### src/rtl/io_timer16.sv
// Memory-mapped 16-bit timer/counter on the split even/odd byte-lane I/O bus.
// It has a prescaled up-counter, compare match with optional auto-clear, an overflow flag and a level irq.
module io_timer16 #(
    parameter logic [15:0] BASEADDR = 16'h0010
) (
    input  logic        clk,
    input  logic        reset,
    input  logic [14:0] read_addr_even,
    input  logic [14:0] read_addr_odd,
    input  logic [14:0] write_addr_even,
    input  logic [14:0] write_addr_odd,
    input  logic        write_en_even,
    input  logic        write_en_odd,
    input  logic [7:0]  write_data_even,
    input  logic [7:0]  write_data_odd,
    output logic [7:0]  read_data_even,
    output logic [7:0]  read_data_odd,
    output logic        irq
);

    // Bus protocol: there is no handshake. A lane performs a read in every cycle at its
    // read address, and that read's data appears on the following cycle. A lane performs
    // a write in any cycle its write_en is high. Both lanes are independent.
    localparam logic [12:0] WIN = BASEADDR[15:3];

    logic [15:0] cnt;
    logic [15:0] cmp;
    logic [6:0]  ctrl;
    logic        match;
    logic        ovf;
    logic [6:0]  pre;
    logic [7:0]  hi_shadow;

    logic        en;
    logic        autoclr;
    logic        irqen;
    logic [2:0]  ps;
    logic [6:0]  pre_limit;
    logic        tick;

    logic        rd_hit_even;
    logic        rd_hit_odd;
    logic        we_even;
    logic        we_odd;
    logic        wr_cnt_lo;
    logic        wr_cnt_hi;
    logic        wr_cmp_lo;
    logic        wr_cmp_hi;
    logic        wr_ctrl;
    logic        wr_status;
    logic        cnt_wr;
    logic        shadow_load;
    logic        match_set;
    logic        ovf_set;
    logic [15:0] cnt_next;
    logic [7:0]  rd_mux_even;
    logic [7:0]  rd_mux_odd;

    assign en      = ctrl[0];
    assign autoclr = ctrl[1];
    assign irqen   = ctrl[2];
    assign ps      = ctrl[6:4];

    // The window is 8-byte aligned, so word address bits [1:0] select the register pair.
    assign rd_hit_even = (read_addr_even[14:2] == WIN);
    assign rd_hit_odd  = (read_addr_odd[14:2] == WIN);
    assign we_even     = write_en_even && (write_addr_even[14:2] == WIN);
    assign we_odd      = write_en_odd && (write_addr_odd[14:2] == WIN);

    assign wr_cnt_lo = we_even && (write_addr_even[1:0] == 2'd0);
    assign wr_cmp_lo = we_even && (write_addr_even[1:0] == 2'd1);
    assign wr_ctrl   = we_even && (write_addr_even[1:0] == 2'd2);
    assign wr_cnt_hi = we_odd && (write_addr_odd[1:0] == 2'd0);
    assign wr_cmp_hi = we_odd && (write_addr_odd[1:0] == 2'd1);
    assign wr_status = we_odd && (write_addr_odd[1:0] == 2'd2);
    assign cnt_wr    = wr_cnt_lo || wr_cnt_hi;

    assign shadow_load = rd_hit_even && (read_addr_even[1:0] == 2'd0);

    // 2^PS - 1 without a shifter on the compare path width.
    assign pre_limit = 7'h7F >> (3'd7 - ps);
    assign tick      = en && (pre == pre_limit);

    assign match_set = tick && !cnt_wr && (cnt == cmp);
    assign ovf_set   = tick && !cnt_wr && (cnt != cmp) && (cnt == 16'hFFFF);

    always_comb begin
        cnt_next = cnt;
        if (cnt_wr) begin
            if (wr_cnt_lo) cnt_next[7:0]  = write_data_even;
            if (wr_cnt_hi) cnt_next[15:8] = write_data_odd;
        end else if (tick) begin
            if ((cnt == cmp) && autoclr) cnt_next = 16'h0000;
            else                         cnt_next = cnt + 16'd1;
        end
    end

    always_comb begin
        rd_mux_even = 8'h00;
        if (rd_hit_even) begin
            case (read_addr_even[1:0])
                2'd0:    rd_mux_even = cnt[7:0];
                2'd1:    rd_mux_even = cmp[7:0];
                2'd2:    rd_mux_even = {1'b0, ctrl};
                default: rd_mux_even = 8'h00;
            endcase
        end
    end

    always_comb begin
        rd_mux_odd = 8'h00;
        if (rd_hit_odd) begin
            case (read_addr_odd[1:0])
                // Same-cycle low-byte read forwards the byte being captured into the shadow.
                2'd0:    rd_mux_odd = shadow_load ? cnt[15:8] : hi_shadow;
                2'd1:    rd_mux_odd = cmp[15:8];
                2'd2:    rd_mux_odd = {6'b0, ovf, match};
                default: rd_mux_odd = 8'h00;
            endcase
        end
    end

    always_ff @(posedge clk or negedge reset) begin
        if (!reset) begin
            cnt            <= 16'h0000;
            cmp            <= 16'h0000;
            ctrl           <= 7'h00;
            match          <= 1'b0;
            ovf            <= 1'b0;
            pre            <= 7'h00;
            hi_shadow      <= 8'h00;
            read_data_even <= 8'h00;
            read_data_odd  <= 8'h00;
        end else begin
            cnt <= cnt_next;
            if (wr_cmp_lo) cmp[7:0]  <= write_data_even;
            if (wr_cmp_hi) cmp[15:8] <= write_data_odd;
            if (wr_ctrl)   ctrl      <= write_data_even[6:0];

            // Hardware set takes priority over a write-1-to-clear in the same cycle.
            match <= match_set || (match && !(wr_status && write_data_odd[0]));
            ovf   <= ovf_set   || (ovf   && !(wr_status && write_data_odd[1]));

            if (!en)       pre <= 7'h00;
            else if (tick) pre <= 7'h00;
            else           pre <= pre + 7'd1;

            if (shadow_load) hi_shadow <= cnt[15:8];

            read_data_even <= rd_mux_even;
            read_data_odd  <= rd_mux_odd;
        end
    end

    assign irq = irqen && (match || ovf);

endmodule

### config.mk
export PLATFORM = sky130hd
export DESIGN_NAME = io_timer16
export DESIGN_NICKNAME = d
export VERILOG_FILES = /design/src/rtl/io_timer16.sv
export SDC_FILE = /design/constraint.sdc
export NUM_CORES = 1
export LEC_CHECK = 0
export BUFFER_PORTS_ARGS = -buffer_cell sky130_fd_sc_hd__clkbuf_2
export CAP_MARGIN = 25
export CORE_MARGIN = 4
export CORE_UTILIZATION = 45
export CTS_CLUSTER_SIZE = 8
export DETAILED_ROUTE_END_ITERATION = 12
export PLACE_DENSITY_LB_ADDON = 0.3
export RECOVER_POWER = 100
export SLEW_MARGIN = 30
export SYNTH_ARGS = -nofsm -noshare
export SYNTH_HDL_FRONTEND = slang
export SYNTH_SLANG_ARGS = --single-unit
### constraint.sdc
create_clock -name clk -period 3.9 [get_ports clk]
set_clock_uncertainty 0.15 [all_clocks]
set_input_delay 0.39 -clock clk [delete_from_list [all_inputs] [get_ports clk]]
set_output_delay 0.39 -clock clk [all_outputs]
set_load 0.005 [all_outputs]
; ---- Word level (Yosys, flattened, before mapping)
; Cells that the tools add are included.
[totals]
ff_bits = 72
in_bits = 80
output_inout_bits = 17
word_cells = 79
[op_classes]
add_sub_neg = 3
eq_ne = 18
n_shift = 1
mux = 12
reduce_logical = 34
[ops]
columns = op, count
row1 = "== test 13 x 2 -> 1 bit, second input constant", 4
row2 = two-way mux 16 bit, 3
row3 = one-hot mux 8 bit (3 select lines), 2
row4 = two-way mux 8 bit, 5
row5 = logical AND 1 bit, 20
row6 = "adder 16 x 1 -> 16 bit, second input constant", 1
row7 = == test 16 bit, 1
row8 = "== test 16 bit, second input constant", 1
row9 = != test 16 bit, 1
row10 = two-way mux 7 bit, 2
row11 = "== test 2 x 1 -> 1 bit, second input constant", 4
row12 = "== test 2 bit, second input constant", 4
row13 = zero test 2 bit, 4
row14 = "adder 7 x 1 -> 7 bit, second input constant", 1
row15 = == test 7 bit, 1
row16 = "right shift 7 x 3 -> 7 bit, first input constant", 1
row17 = logical OR 1 bit, 4
row18 = "!= test 2 bit, second input constant", 2
row19 = AND reduction 2 bit, 2
row20 = zero test 1 bit, 3
row21 = "subtractor 3 bit, first input constant", 1
row22 = nonzero test 2 bit, 1

; ---- Logic depth before layout (Yosys ltp)
; Gate-level depths: netlist of run 1.
[depth]
ltp_word = 9
depth_mapped = 8
depth_no_buf = 7

; ---- Worst setup path before layout of run 1
; Ideal clock, no wire load.
[synth_timing]
path_type = input port to flip-flop
startpoint = input port read_addr_even[2]
endpoint = register read_data_odd[0]
setup_ns = 0.120
arrival_ns = 1.813
t_required_ns = 3.630
setup_slack_ns = 1.817
path_stages = 7
n_path_buf = 1
cell_sequence = nor4b_4 nand4_4 or3_1 buf_6 mux2_4 a21oi_2 nor2_1
[synth_between]
elab_chain_cells = 5
[synth_rtl]
columns = element, line
row1 = start: declaration, 8  ; input logic [14:0] read_addr_even,
row2 = == test 13 x 2 -> 1 bit, 65  ; assign rd_hit_even = (read_addr_even[14:2] == WIN);
row3 = logical AND 1 bit, 78  ; assign shadow_load = rd_hit_even && (read_addr_even[1:0] == 2'd0);
row4 = two-way mux 8 bit, n/a
row5 = one-hot mux 8 bit (3 select lines), 113  ; case (read_addr_odd[1:0])
row6 = two-way mux 8 bit, 112  ; if (rd_hit_odd) begin
row7 = net rd_mux_odd[0], 57  ; logic [7:0] rd_mux_odd;
row8 = end signal: assignment, 151  ; read_data_odd <= rd_mux_odd;
row9 = end: declaration, 17  ; output logic [7:0] read_data_odd,
; The timed path passes the listed nets, and every way through them passes these cells.
; A chain may end at the register's enable or synchronous reset.

; ---- Worst setup path after layout of run 1
[layout_timing]
startpoint = input port write_addr_odd[2]
endpoint = register cnt[12]
[layout_between]
elab_chain_cells = 6
elab_cells_between_ends = 8
cone_classes = eq/ne: 2 / mux: 1 / reduce/logical: 5
[layout_rtl]
columns = element, line
row1 = start: declaration, 11  ; input logic [14:0] write_addr_odd,
row2 = == test 13 x 2 -> 1 bit (*), 68  ; assign we_odd = write_en_odd && (write_addr_odd[14:2] == WIN);
row3 = logical AND 1 bit (*), 68
row4 = logical AND 1 bit (*), 73  ; assign wr_cnt_hi = we_odd && (write_addr_odd[1:0] == 2'd0);
row5 = logical OR 1 bit, 76  ; assign cnt_wr = wr_cnt_lo || wr_cnt_hi;
row6 = != test 2 bit (no source line) or nonzero test 2 bit (tied branches), n/a
row7 = AND reduction 2 bit (no source line), n/a
row8 = end signal: assignment, 135  ; cnt <= cnt_next;
row9 = end: declaration, 26  ; logic [15:0] cnt;
; Every way passes the cells marked *; elsewhere a longest branch is shown, timed or not.

==> impl_results.md, run 1 <==
* Clk slew on worst S/H paths at around 0.080 ns
* Layout cells sized above 1 at 28.5%
* Num CTS Buffers at 9
* Largest fanout on the critical path at 18
* Period utilisation layout at 73.1%
* DRT iter0 DRCs at approximately 260
* Top cells by area, synth: dfrtp_1 44%, mux2_2 6.6%, xnor2_1 4.3%, nor2_1 3.8%, a21oi_1 3.2%
* Maximum vdd ir drop at roughly 160 uV
* CTS max path bufs at 2
* PortBufs at 96
* Reg2reg path depth at 6
* Register Area at 0.00180 sq mm
* Worst Setup Start Kind: input pin
* DPL Wire Length at about 7.8 mm
* TritonCTS clock tree: yes
* Max-cap violations at 1
* Global-route wire length before repair at ~17 mm
* Area fraction of the dominant cell type after synthesis at approximately 44%
* R2r setup slk at 1.35 ns
* Status: finished, violations left
* # hold bufs at CTS at 1
* Setup CP Type: input pin to flip-flop
* Largest net degree at the start of global routing at 28
* Critical Path AT at 2.91 ns
* Post-Syn Area at roughly 0.004 sq mm
* Clk sinks at 72
* DR vias/cell at a little under 6
* FILL cells at approximately 800
* Critical Path Sink Type: flip-flop
* Worst-Margin Slew at approximately 1.5 ns
* Post-Layout Cell Count at roughly 600
* Row Count at 34
* EDFF count, synth at 0
* Worst Setup SP: write_addr_odd[2]
* Buffer count from post-CTS setup fixing at 0
* Area leader, netlist: dfrtp_1
* FF-to-FF Start: ctrl[6]
* Initial antenna violation count at 0
* Ports at between 90 and 100
* Global Route Usage Sum at about 20%
* Fin nets at 564
* Vias in the first global route at approximately 3.5k
* Crit path capture: cnt[12]
* Net count after synthesis at ~470
* Via Count at roughly 3.5k
* Die Area at roughly 0.011 sq mm
* Multi-input gate area at 0.00205 sq mm
* FFs w/ async S/R, synth at 100%
* Die width at 103 um
* Clk_lat worst skew at between 0.3 and 0.4 ns
* R2R Path End: cnt[9]
* Final Max Slew Viols at 28
* Register area share after synthesis at ~44%
* ANT cells at 0
* DRT antenna net count at 0
* Minimum clock period at 2.85 ns
* FMAX at about 0.35 GHz
* Cell area power density at 318 mW/mm^2
* Drt wl/cell at between 15 and 20 um
* Worst hold margin at around 0.13 ns
* Post-Syn Area per Cell at ~11 sq um
* PostCTS Resize Cnt at 0
* Commonest non-fill, non-tap cell in the layout: clkbuf_2
* Leakage power at 2.17 nW
* Setup total negative slack at 0 ns
* Worst Hold Class: input pin to flip-flop
* RSZ-0062 raised after global routing: no
* Die Ht at 103 um
* Syn Inst Count at between 300 and 400
* Yosys reg bits at 72
* Req. time, crit path at 3.96 ns
* DR DRC count at 0
* DRT Pass-1 Iters at 5
* Core ar. at ~0.0088 sq mm
* Grt ovf at 0
* Final setup viols at 0
* Yosys cell types at 56
* Dominant synthesized flop cell: dfrtp_1
* DRT Wirelength at between 10 and 15 mm
* Ys Warns at 0
* Max_slew headroom at -0.503%
* Initial Util at about 46%
* Fin. Hold Viols at 0
* Violated checks: capacitance limit, slew limit
* Level count of the clock H-tree at 3
* Root buf cell: clkbuf_8
* Dpl cells at 578
* Most frequent cells in the layout: 83 x clkbuf_2, 72 x dfrtp_1, 41 x nor2_1
* Routability cong. at around 0.93
* Area delta synth->final at 16.0%
per-layer routing:
| layer | global-route usage [%] | part of all wire [%] | vias up |
|---|---|---|---|
| met1 | 26.6 | 43 | 1686 |
| li1 | - | - | 1627 |
| met2 | 32.6 | 48 | 149 |
| met4 | 8.17 | 2.3 | 0 |
| met5 | 0 | 0 | - |
| met3 | 3.69 | 6.8 | 20 |
final cells by class:
class	count	area share (%)
multi-input combinational	288	43.2
timing repair buffer	100	10.5
clock inverter	6	1.74
sequential	72	37.9
inverter	11	0.870
tap	108	2.85
clock buffer	10	2.90
synth_stat cells, types with 4 or more instances:
cell type / instances
nand3_1: 12
nor2_1: 41
o22ai_1: 4
clkbuf_1: 4
and3_1: 6
mux2i_1: 13
o31a_1: 4
nor4_1: 5
mux2_4: 7
nor3_1: 12
o21ai_0: 13
and2_1: 4
nand4_1: 9
a211oi_1: 4
a21oi_1: 26
o21ai_1: 11
mux2_2: 24
dfrtp_1: 72
nor3b_1: 4
buf_2: 7
nand2_1: 14
a221oi_1: 5
xnor2_1: 20
inv_1: 11
worst min-delay path by stage:
stage                                 start          endpoint  slack [ns]  cells past startpoint
after CTS                 write_data_odd[7]           cmp[15]        0.12                      2
final                     write_data_odd[7]           cmp[15]        0.13                      2
after floorplan                       reset            cmp[0]       -0.06                      0
after detailed placement              reset  read_data_odd[6]        0.30                      1
after global routing      write_data_odd[7]           cmp[15]        0.14                      2
after global placement                reset  read_data_odd[6]        0.28                      1
critical path, cell delays in order:
cell and delay [ns]:
clkbuf_2 0.08, nor4b_1 0.59, nand4_4 0.21, o32ai_2 0.98
a21oi_2 0.25, a32oi_1 0.30, o22ai_1 0.11
flip-flops by register name, summed over array words and instances (netlist names):
register / count
read_data_odd: 8
ovf: 1
read_data_even: 8
hi_shadow: 8
pre: 7
cnt: 16
match: 1
cmp: 16
ctrl: 7
stage by stage:
stage,setup slack [ns],total power [W],instance area (sq um),util [%]
floorplan,1.82,0.000795,4090,-
global placement,1.44,0.000867,4640,52.7
detailed placement,1.37,0.000869,4640,52.7
CTS,1.54,0.00153,4870,55.4
global route,0.774,0.00156,4750,53.9
finish,1.05,0.00151,4750,53.9
cells by family after synthesis:
group | Yosys count | share of synthesized area, %
XOR/XNOR | 22 | 4.71
flip-flops | 72 | 44.0
multiplexers | 44 | 12.3
AO/OA/AOI/OAI | 84 | 13.8
AND/OR/NAND/NOR | 136 | 21.3
adder cells (fa/ha/maj) | 2 | 0.611
buffers and inverters | 26 | 3.15
report_power, final:
| part | internal, W | switching [W] |
|---|---|---|
| clock network | 0.000374 | 0.000287 |
| logic | 0.0000454 | 0.0000547 |
| registers | 0.000747 | 0.00000136 |
(Power assumes the default switching activity.)
==> run 2, diff against run 1 <==
Clock period 3.9 ns to 2.35 ns, I/O delays scaled along.
==> run 2 against run 1 <==
The run now ends clean. First-iteration DRC count is 14% lower. Sequential power is 66% higher. Total power is 64% higher. Critical path depth is 1 lower. Register-to-register slack worse by 1.2 ns. Non-clock buffer count is 28 higher. Sequential share of layout area is 1.7 points lower. Flip-flop and latch count stayed put. Clock power is 59% higher. Utilization is 2.6 points higher. Combinational power is 80% higher. Critical endpoint is now cnt[13]. Largest cell class unchanged. Largest power group unchanged.
==> impl_results.md, run 2 (synthesized netlist as in run 1, its figures left out) <==
* Grt ovf at 0
* TritonCTS clock tree: yes
* Commonest non-fill, non-tap cell in the layout: clkbuf_2
* Worst hold margin at just under 0.009 ns
* Critical Path Sink Type: flip-flop
* PortBufs at 96
* CTS max path bufs at 2
* Register Area at between 0.0015 and 0.002 sq mm
* Area delta synth->final at 21.5%
* Max-cap violations at 0
* Num CTS Buffers at 9
* Cell area power density at between 400 and 500 mW/mm^2
* FMAX at 0.452 GHz
* Setup CP Type: flip-flop to flip-flop
* Most frequent cells in the layout: 88 x clkbuf_2, 72 x dfrtp_1, 41 x nor2_1
* Fin nets at 592
* DRT antenna net count at 0
* Largest net degree at the start of global routing at 39
* Routability cong. at roughly 1
* Row Count at 34
* Die Area at ~0.011 sq mm
* Global Route met3 Usage at under 10%
* RSZ-0062 raised after global routing: no
* DRT Wirelength at 10.4 mm
* Root buf cell: clkbuf_8
* Biggest regs: cmp: 16 flops, cnt: 16 flops
* Initial antenna violation count at 0
* Drt wl/cell at approximately 17 um
* Req. time, crit path at about 2.5 ns
* ANT cells at 0
* Global-route met1 utilization at 28.0%
* Period utilisation layout at 94.2%
* Core ar. at just under 0.009 sq mm
* Fin. Hold Viols at 0
* Multi-input gate area at around 0.0021 sq mm
* Busiest grt layer: met2
* Buffer count from post-CTS setup fixing at 0
* Critical Path AT at 2.34 ns
* DR vias/cell at between 5 and 6
* Global Route Usage Sum at 20.9%
* DRT iter0 DRCs at around 220
* Die Ht at between 100 and 150 um
* Clk_lat worst skew at around 0.35 ns
* Maximum vdd ir drop at approximately 350 uV
* Ports at 97
* Minimum clock period at roughly 2.2 ns
* Largest fanout on the critical path at 10
* DPL Wire Length at between 7 and 8 mm
* Setup total negative slack at 0 ns
* Max_slew headroom at roughly 36%
* Initial Util at 46.5%
* Worst-Margin Slew at around 0.97 ns
* Vias in the first global route at 3636
* Final Max Slew Viols at 0
* Clk slew on worst S/H paths at ~0.080 ns
* Leakage power at between 2 and 2.5 nW
* Status: finished, final reports clean
* Layout cells sized above 1 at between 30% and 40%
* DRT Pass-1 Iters at 5
* Clk sinks at roughly 70
* Final setup viols at 0
* Level count of the clock H-tree at 3
* M2 GR Usage at around a third
* Worst Setup Start Kind: flip-flop
* Via Count at approximately 3.5k
* Global-route wire length before repair at between 15 and 20 mm
* Worst Hold Class: input pin to flip-flop
* DR DRC count at 0
* Die width at between 100 and 150 um
* FILL cells at 802
-- run 2: cell types whose count changed in the layout (fill, tap and decap cells not counted), moves of 2 or more --
| cell | previous run | this run |
|---|---|---|
| buf_2 | 0 | 2 |
| buf_4 | 3 | 12 |
| clkbuf_1 | 13 | 19 |
| clkbuf_2 | 83 | 88 |
| dlygate4sd3_1 | 1 | 7 |
| nor4_4 | 1 | 3 |
| o21ai_0 | 24 | 13 |
| o21ai_1 | 0 | 11 |
-- run 2: final cells by class --
class	count	share of cell area, %
Multi-Input combinational cell	288	42.3
Sequential cell	72	36.2
Timing Repair Buffer	128	13.7
Tap cell	108	2.72
Clock buffer	9	2.49
Clock inverter	6	1.71
Inverter	11	0.830
-- run 2: final timing paths --
kind	slack, ns	start	end	cells after the start
max in group asynchronous	0.93	reset	cmp[3]	3
min reg2reg	0.34	hi_shadow[7]	hi_shadow[7]	1
min in group asynchronous	0.46	reset	read_data_odd[7]	3
max reg2reg	0.14	ctrl[6]	cnt[13]	6
min	0.009	write_data_even[1]	cmp[1]	2
max	0.14	ctrl[6]	cnt[13]	6
-- run 2: report_power, final --
part	internal, W	leakage, nW	switching [W]	total, W
Clock	0.000587	0.101	0.000463	0.00105
Combinational	0.0000828	1.24	0.0000969	0.000180
Sequential	0.00124	0.949	0.00000169	0.00124
-- run 2: critical path, stage by stage (launching register included) --
cell	delay, ns
dfrtp_1	0.54
nor3_1	0.13
o31a_1	0.29
o21ai_1	0.24
nand3_1	0.19
o31a_1	0.41
o21ai_1	0.18
-- run 2: metal layers --
| layer | vias up | part of all wire (%) |
|---|---|---|
| li1 | 1685 | - |
| met1 | 1684 | 43 |
| met2 | 131 | 48 |
| met3 | 26 | 6.0 |
| met4 | 0 | 2.7 |
| met5 | - | 0 |
-- run 2: repair_timing --
| item | 4_1_cts | 5_1_grt |
|---|---|---|
| endpoints found under the hold margin | 78 | 0 |
| resized for setup | 0 | 2 |
| hold buffers | 7 | 0 |
| setup endpoints to repair | 0 | 11 |
-- run 2: stage by stage --
stage	power (W)	cells	worst slack, ns	utilization (%)	instance area [sq um]
after floorplan	0.00132	386	0.354	-	4090
after global placement	0.00144	600	0.205	54.6	4810
after detailed placement	0.00144	600	0.145	54.6	4810
after CTS	0.00249	622	0.118	57.8	5090
after global routing	0.00256	622	0.0122	56.5	4980
final	0.00247	622	0.136	56.5	4980
